$ cat config.mk
export PLATFORM = sky130hd
export DESIGN_NAME = dma_streamer
export DESIGN_NICKNAME = d
export VERILOG_FILES = /design/src/rtl/dma_pkg.sv /design/src/rtl/dma_burst_calc.sv /design/src/rtl/dma_streamer.sv
export SDC_FILE = /design/constraint.sdc
export NUM_CORES = 1
export LEC_CHECK = 0
export ABC_AREA = 1
export ABC_CLOCK_PERIOD_IN_PS = 3300
export CAP_MARGIN = 0
export CORE_MARGIN = 1
export CORE_UTILIZATION = 45
export DETAILED_ROUTE_END_ITERATION = 10
export PLACE_DENSITY = 0.78
export SETUP_SLACK_MARGIN = 0.4
export SLEW_MARGIN = 15
export SYNTH_ARGS = -nofsm -noshare
export SYNTH_HDL_FRONTEND = slang
export SYNTH_SLANG_ARGS = --single-unit
$ cat constraint.sdc
create_clock -name clk -period 3.3 [get_ports clk]
set_input_delay 0.66 -clock clk [delete_from_list [all_inputs] [get_ports clk]]
set_output_delay 0.66 -clock clk [all_outputs]
set_load 0.1 [all_outputs]
$ cat src/rtl/dma_pkg.sv
// Shared types for the DMA streamer slice.
// Descriptor, handshake bundles and streamer FSM states.
package dma_pkg;

  localparam int DMA_NUM_DESC    = 2;
  localparam int DMA_IDX_W       = $clog2(DMA_NUM_DESC);
  localparam int DMA_4K_BOUNDARY = 4096;

  typedef struct packed {
    logic [31:0] src_addr;
    logic [31:0] dst_addr;
    logic [31:0] num_bytes;
  } s_dma_desc_t;

  typedef struct packed {
    logic                 valid;
    logic [DMA_IDX_W-1:0] idx;
  } s_dma_str_in_t;

  typedef struct packed {
    logic done;
  } s_dma_str_out_t;

  typedef enum logic [1:0] {
    IDLE  = 2'd0,
    BURST = 2'd1,
    DONE  = 2'd2
  } dma_strm_st_t;

endpackage

$ cat src/rtl/dma_burst_calc.sv
// Combinational burst sizing: bytes and AxLEN for the next burst
// limited by remaining bytes, the 4 KB page and MAX_BEATS.
module dma_burst_calc
  import dma_pkg::*;
#(
  parameter int BYTES_W   = 32,
  parameter int DATA_W    = 32,
  parameter int MAX_BEATS = 16
) (
  input  logic [11:0]        i_page_off,
  input  logic [BYTES_W-1:0] i_rem,
  output logic [BYTES_W-1:0] o_bb,
  output logic [7:0]         o_len
);

  localparam int BPB = DATA_W / 8;
  localparam int OFF = $clog2(BPB);
  localparam logic [BYTES_W-1:0] MAX_B =
    BYTES_W'(MAX_BEATS * BPB);

  logic [12:0]        w_dist;
  logic [BYTES_W-1:0] w_dist_ext;
  logic [BYTES_W-1:0] w_min1;
  logic [BYTES_W-1:0] w_beats;

  // Distance to the next 4 KB page is 1..4096.
  assign w_dist =
    13'(DMA_4K_BOUNDARY) - {1'b0, i_page_off};
  assign w_dist_ext = BYTES_W'(w_dist);

  assign w_min1 =
    (i_rem < w_dist_ext) ? i_rem : w_dist_ext;
  assign o_bb =
    (w_min1 < MAX_B) ? w_min1 : MAX_B;

  // A partial final beat still costs a full beat.
  assign w_beats =
    (o_bb + BYTES_W'(BPB - 1)) >> OFF;
  assign o_len = 8'(w_beats - BYTES_W'(1));

endmodule

$ cat src/rtl/dma_streamer.sv
// Splits one DMA descriptor into AXI INCR burst requests
// and reports completion back to dma_fsm.
module dma_streamer
  import dma_pkg::*;
#(
  parameter int STREAM_TYPE = 0,
  parameter int ADDR_W      = 32,
  parameter int BYTES_W     = 32,
  parameter int DATA_W      = 32,
  parameter int MAX_BEATS   = 16
) (
  input  logic              clk,
  input  logic              rst,
  input  s_dma_desc_t       dma_desc_i [DMA_NUM_DESC],
  input  s_dma_str_in_t     dma_stream_i,
  output s_dma_str_out_t    dma_stream_o,
  input  logic              clear_i,
  output logic              req_valid_o,
  input  logic              req_ready_i,
  output logic [ADDR_W-1:0] req_addr_o,
  output logic [7:0]        req_len_o,
  output logic [2:0]        req_size_o
);

  localparam int BPB = DATA_W / 8;
  localparam int OFF = $clog2(BPB);

  dma_strm_st_t       r_state;
  logic [ADDR_W-1:0]  r_addr;
  logic [BYTES_W-1:0] r_rem;
  logic [BYTES_W-1:0] r_bb;
  logic [7:0]         r_len;
  logic               r_valid;

  s_dma_desc_t        w_desc;
  logic [ADDR_W-1:0]  w_ld_addr;
  logic [BYTES_W-1:0] w_bb;
  logic [7:0]         w_len;
  logic               w_hs;
  logic               w_last;

  assign w_desc = dma_desc_i[dma_stream_i.idx];

  assign w_ld_addr =
    ADDR_W'((STREAM_TYPE != 0) ? w_desc.dst_addr
                               : w_desc.src_addr)
    & ~ADDR_W'(BPB - 1);

  assign w_hs   = r_valid & req_ready_i;
  assign w_last = (r_rem == r_bb);

  dma_burst_calc #(
    .BYTES_W   (BYTES_W),
    .DATA_W    (DATA_W),
    .MAX_BEATS (MAX_BEATS)
  ) u_calc (
    .i_page_off (r_addr[11:0]),
    .i_rem      (r_rem),
    .o_bb       (w_bb),
    .o_len      (w_len)
  );

  always_ff @(posedge clk) begin
    if (rst || clear_i) begin
      r_state <= IDLE;
      r_addr  <= '0;
      r_rem   <= '0;
      r_bb    <= '0;
      r_len   <= '0;
      r_valid <= 1'b0;
    end else begin
      unique case (r_state)
        IDLE: begin
          if (dma_stream_i.valid) begin
            r_addr  <= w_ld_addr;
            r_rem   <= BYTES_W'(w_desc.num_bytes);
            r_state <= (w_desc.num_bytes == '0)
                       ? DONE : BURST;
          end
        end
        BURST: begin
          if (r_valid) begin
            // Request is frozen until accepted, abort or not.
            if (w_hs) begin
              r_valid <= 1'b0;
              r_addr  <= r_addr + ADDR_W'(r_bb);
              r_rem   <= r_rem - r_bb;
              if (w_last)
                r_state <= DONE;
              else if (!dma_stream_i.valid)
                r_state <= IDLE;
            end
          end else if (!dma_stream_i.valid) begin
            r_state <= IDLE;
          end else begin
            r_valid <= 1'b1;
            r_bb    <= w_bb;
            r_len   <= w_len;
          end
        end
        DONE: r_state <= IDLE;
        default: r_state <= IDLE;
      endcase
    end
  end

  assign req_valid_o       = r_valid;
  assign req_addr_o        = r_addr;
  assign req_len_o         = r_len;
  assign req_size_o        = 3'(OFF);
  assign dma_stream_o.done = (r_state == DONE);

endmodule
### After elaboration in Yosys (flattened, before gate mapping)

Cells that the tools add are included.

| word-level totals | value |
|---|---|
| output and inout bits | 45 |
| logic and storage cells | 54 |
| register bits after elaboration | 107 |

| cells by class | value |
|---|---|
| magnitude comparators | 3 |
| reductions and logical operators | 7 |
| equal/unequal tests | 7 |
| bitwise logic cells | 3 |
| add/subtract/negate cells | 5 |
| multiplexer cells | 23 |

Operators with widths:

| cell | count |
|---|---|
| two-way mux 96 bit | 3 |
| two-way mux 32 bit | 8 |
| case mux 32 bit (2 select lines) | 2 |
| adder 32 bit | 1 |
| equality test 32 bit | 1 |
| logical NOT 32 bit | 1 |
| less-than comparator 32 x 13 -> 1 bit | 1 |
| less-than comparator 32 x 7 -> 1 bit (second input constant) | 1 |
| subtractor 32 bit | 1 |
| subtractor 13 x 12 -> 13 bit (first input constant) | 1 |
| two-way mux 2 bit | 6 |
| adder 10 x 2 -> 10 bit (second input constant) | 1 |
| subtractor 8 x 1 -> 8 bit (second input constant) | 1 |
| != test 2 bit (second input constant) | 3 |
| case mux 2 bit (2 select lines) | 1 |
| AND reduction 4 bit | 1 |
| two-way mux 1 bit | 3 |
| != test 3 bit (second input constant) | 1 |
| AND reduction 3 bit | 1 |
| equality test 2 x 1 -> 1 bit (second input constant) | 1 |
| equality test 2 bit (second input constant) | 1 |
| >= comparator 2 bit (second input constant) | 1 |
| logical NOT 2 bit | 1 |
| NOT 1 -> 2 bit | 1 |
| 5 further kinds | 5 |

### Depth between registers and ports, before layout

| logic depth | value |
|---|---|
| depth after elaboration | 8 |
| depth in mapped cells | 30 |
| mapped depth without buffers | 30 |

### Hierarchy

From an unflattened synthesis, not the netlist that was laid out.

| second synthesis, totals | value |
|---|---|
| cells, all modules | 1917 |
| area, all modules | 11011.8 µm² |

Modules (own cells, without submodules):

| module | area each (µm²) | cells each | instances |
|---|---|---|---|
| dma_streamer | 9643.0 | 1684 | 1 |
| dma_burst_calc | 1368.8 | 233 | 1 |

### Worst setup path before layout

OpenSTA, ideal clock, no wires.

| path | value |
|---|---|
| path kind | register -> register |
| start | register r_addr[0] (netlist: req_addr_o[0]) |
| end | register r_len[4] (netlist: req_len_o[4]) |
| period minus slack after synthesis | 4125 ps |
| cell stages (with the launch flop) | 30 |
| data arrival time | 4006 ps |
| slack | -825 ps |
| setup time | 119 ps |
| data required time | 3181 ps |
| path buffers | 0 |
| path through | dfxtp_1 > inv_2 > ha_1 > nand4_1 > nor3_2 > nand2_1 > xor2_1 > inv_1 > ha_1 > nand2_1 > inv_1 > nand2_2 > nor2_4 > a21oi_4 > nand3_1 > nand2_2 > nand2_4 > nor2_8 > nand3_2 > nand2_2 > nand2_1 > nand2_1 > nand2_2 > ha_1 > inv_1 > nor2_2 > nand3_1 > nand2_1 > nor2_1 > nor2_1 |

| on the way | value |
|---|---|
| longest elaborated chain between the ends | 7 |

Ends and longest elaborated chain:

| what | RTL line | text |
|---|---|---|
| start: declaration | dma_streamer.sv:29 | `logic [ADDR_W-1:0] r_addr;` |
| start signal: assignment | dma_streamer.sv:75 | `r_addr <= w_ld_addr;` |
| start signal: assignment | dma_streamer.sv:86 | `r_addr <= r_addr + ADDR_W'(r_bb);` |
| subtractor 13 x 12 -> 13 bit * | dma_burst_calc.sv:28 | `13'(DMA_4K_BOUNDARY) - {1'b0, i_page_off};` |
| less-than comparator 32 x 13 -> 1 bit | dma_burst_calc.sv:32 | `(i_rem < w_dist_ext) ? i_rem : w_dist_ext;` |
| two-way mux 32 bit * | dma_burst_calc.sv:32 |  |
| less-than comparator 32 x 7 -> 1 bit | dma_burst_calc.sv:34 | `(w_min1 < MAX_B) ? w_min1 : MAX_B;` |
| two-way mux 32 bit * | dma_burst_calc.sv:34 |  |
| adder 10 x 2 -> 10 bit * | dma_burst_calc.sv:38 | `(o_bb + BYTES_W'(BPB - 1)) >> OFF;` |
| subtractor 8 x 1 -> 8 bit * | dma_burst_calc.sv:39 | `assign o_len = 8'(w_beats - BYTES_W'(1));` |
| end signal: assignment | dma_streamer.sv:98 | `r_len <= w_len;` |
| end: declaration | dma_streamer.sv:32 | `logic [7:0] r_len;` |

Every way passes the cells marked *; elsewhere a longest branch is shown, timed or not.
A chain may end at the register's enable or synchronous reset.

### Worst setup path in the final report

| path | value |
|---|---|
| start | register r_addr[1] (netlist: req_addr_o[1]) |
| end | register r_len[4] (netlist: req_len_o[4]) |

The elaborated chain is that of the path after synthesis.

==> results <==
-- registers in the layout (all words and copies together) (netlist names) --
register     count
req_addr_o      32
r_rem           32
req_len_o        8
req_valid_o      1
r_state          2
r_bb            32
-- stage by stage --
step,setup slack (ns),instances,hold slack (ns),setup TNS (ns),total power (W)
CTS,-0.265,1889,0.472,-1.51,0.00423
floorplan,-0.197,1398,0.446,-0.608,0.00243
detailed placement,-0.386,1842,0.464,-2.21,0.00295
global placement,-0.298,1842,0.462,-1.56,0.00292
global route,-0.694,1907,0.500,-6.29,0.00459
finish,-0.449,1907,0.486,-3.67,0.00438
-- per-layer routing --
layer  track usage  routed length [um]  up-vias
li1              -                   -     5242
met1         0.390               13700     4785
met2         0.488               14300      499
met3        0.0447                2500       65
met4         0.114                 887        0
met5             0                   0        -
-- timing repair --
action,in CTS,in global routing
gates cloned,1,0
setup buffers,31,18
gates resized for setup,72,72
endpoints found under the setup margin,35,42
pin swaps,57,52
-- power by group --
group	total, W	internal, W	switching [W]
combinational	0.00182	0.000748	0.00108
clock	0.00119	0.000639	0.000549
sequential	0.00137	0.00133	0.0000427
-- cell type report --
class	instances	area share
clock buffers	11	0.0201
clock inverters	4	0.00445
inverters	149	0.0450
multi-input cells	1086	0.534
flip-flops and latches	107	0.173
well taps	265	0.0262
repair buffers	285	0.198
-- worst max-delay path by stage --
stage                   endpoint     startpoint  cells after the start  slack, ns
floorplan           req_len_o[4]  req_addr_o[0]                     30      -0.20
global placement    req_len_o[4]  req_addr_o[1]                     30      -0.30
detailed placement  req_len_o[4]  req_addr_o[1]                     29      -0.39
CTS                 req_len_o[4]  req_addr_o[1]                     29      -0.26
global route        req_len_o[4]  req_addr_o[1]                     27      -0.69
finish              req_len_o[4]  req_addr_o[1]                     30      -0.45
-- synth_stat cells, types with 12 or more instances --
master | n | share of area
o21ai_1 | 12 | 0.0066
nand3_1 | 43 | 0.024
inv_1 | 142 | 0.059
o211ai_1 | 15 | 0.012
nand2_1 | 251 | 0.10
nand2_2 | 12 | 0.0082
or2_2 | 13 | 0.0089
xnor2_1 | 16 | 0.015
nor2_1 | 139 | 0.057
nand4_1 | 16 | 0.011
o21bai_1 | 19 | 0.016
a31oi_1 | 33 | 0.023
xor2_1 | 19 | 0.018
o21ai_0 | 144 | 0.079
mux2i_1 | 12 | 0.013
clkbuf_1 | 50 | 0.021
a21oi_1 | 142 | 0.078
ha_1 | 75 | 0.10
nor3_1 | 37 | 0.020
dfxtp_1 | 107 | 0.24
-- kinds of logic after synthesis --
group                    share of synthesized area
flip-flops                                   0.235
other                                     0.000825
AO/OA/AOI/OAI                                0.253
AND/OR/NAND/NOR                              0.270
XOR/XNOR                                    0.0337
buffers and inverters                       0.0870
multiplexers                                0.0132
adder cells (fa/ha/maj)                      0.107
-- worst reg2reg max path: cells and delay by family (launching register included) --
kind,cells,cell delay (ns)
XOR/XNOR,1,0.19
flip-flops,1,0.36
adder cells (fa/ha/maj),3,0.57
buffers and inverters,6,0.44
AO/OA/AOI/OAI,1,0.29
AND/OR/NAND/NOR,19,1.81
==> qor.csv <==
metric;value;unit
status;finished, violations left;
failed_checks;negative setup slack;
slew_headroom;0.502;
io_pins;243;
nNetsFinal;1913;
htreeDepth;3;
start_kind;flip-flop;
io_buffers;171;
dp_hpwl;23100;um
crit_slowest_cell;dfxtp_4;
initial_utilization;0.463;
cts_sinks;107;
finClkSkew;0.00836;ns
path_clk_slew;0.08;ns
layout_commonest_cell;nand2_1;
syn_area;0.00910;sq mm
final_util;0.644;
slowest_delay;0.36;ns
reg2reg_to;req_len_o[4];
grt_pass1_vias;9853;
grt_pass1_wl;48300;um
gp_congestion;1.03;
synth-edff-count;0;
crit_fanout;7;
min_from;req_len_o[5];
routed_via_density;5.55;
num_vias;10600;
antenna_found_initial;0;
seq_area;0.00218;sq mm
cpLargestDelayFamily;simple AND/OR/NAND/NOR gates;
fin_area;0.0127;sq mm
layout_min_cycle_time;3.75;ns
die_h;144;um
synthArstFlopShare;0;
crit_arrival;4.01;ns
cts_hold_buf;0;
antenna_cells;0;
rsz0062_at_grt;yes;
drive_above_1_share;0.208;
reg2reg_depth;30;
crit_path_frequent_cell;nand2_2;
die_x;144;um
min_period_over_period;1.14;
layout_common_cells;nand2_1 (232), buf_4 (145), o21ai_0 (134), inv_1 (133);
die_area;0.0208;sq mm
power.density;346;mW/mm^2
drc_errors;0;
routedWlPerCell;16.4;um
wl;31400;um
fin_ws;-0.449;ns
insertion_delay;0.37;ns
p_leak;5.70;nW
maxCapViolations;0;
netlist_instances;1397;
end_kind;flip-flop;
root_buffer;clkbuf_16;
report.final.slew_viol_count;0;
ys_seq_area_frac;0.235;
fillers;1730;
cts_buffers;9;
holdPathEnd;req_len_o[5];
fmax;0.267;GHz
rows;51;
cts_buffer_depth;2;
crit_required;3.56;ns
critPathKind;reg2reg;
synth_area_per_cell;6.52;sq um
drt-initial-drc-count;821;
placedInstanceArea;0.0114;sq mm
coreArea;0.0197;sq mm
reg2reg_slack;-0.45;ns
multi_input_area;0.00676;sq mm
tritoncts;built;
yosys_warnings;0;
syn2layout_area_growth;39.0;%
grt_overflow_total;0;
setup_violations;13;
peakVddDrop;0.000236;V
final-hold-violation-count;0;
ys_ff_latch;107;
dr.pass1.iters;6;
synth_cell_types;53;
r2r_start;req_addr_o[1];
track_usage;0.297;
hold_depth;2;
critPathBufInv;6;
synth_flop_cell;dfxtp_1;
drtAntennaViolNets;0;
hold_path_class;reg2reg;
grt_max_degree;70;
tightestPinTransition;0.747;ns
(Power assumes the default switching activity.)
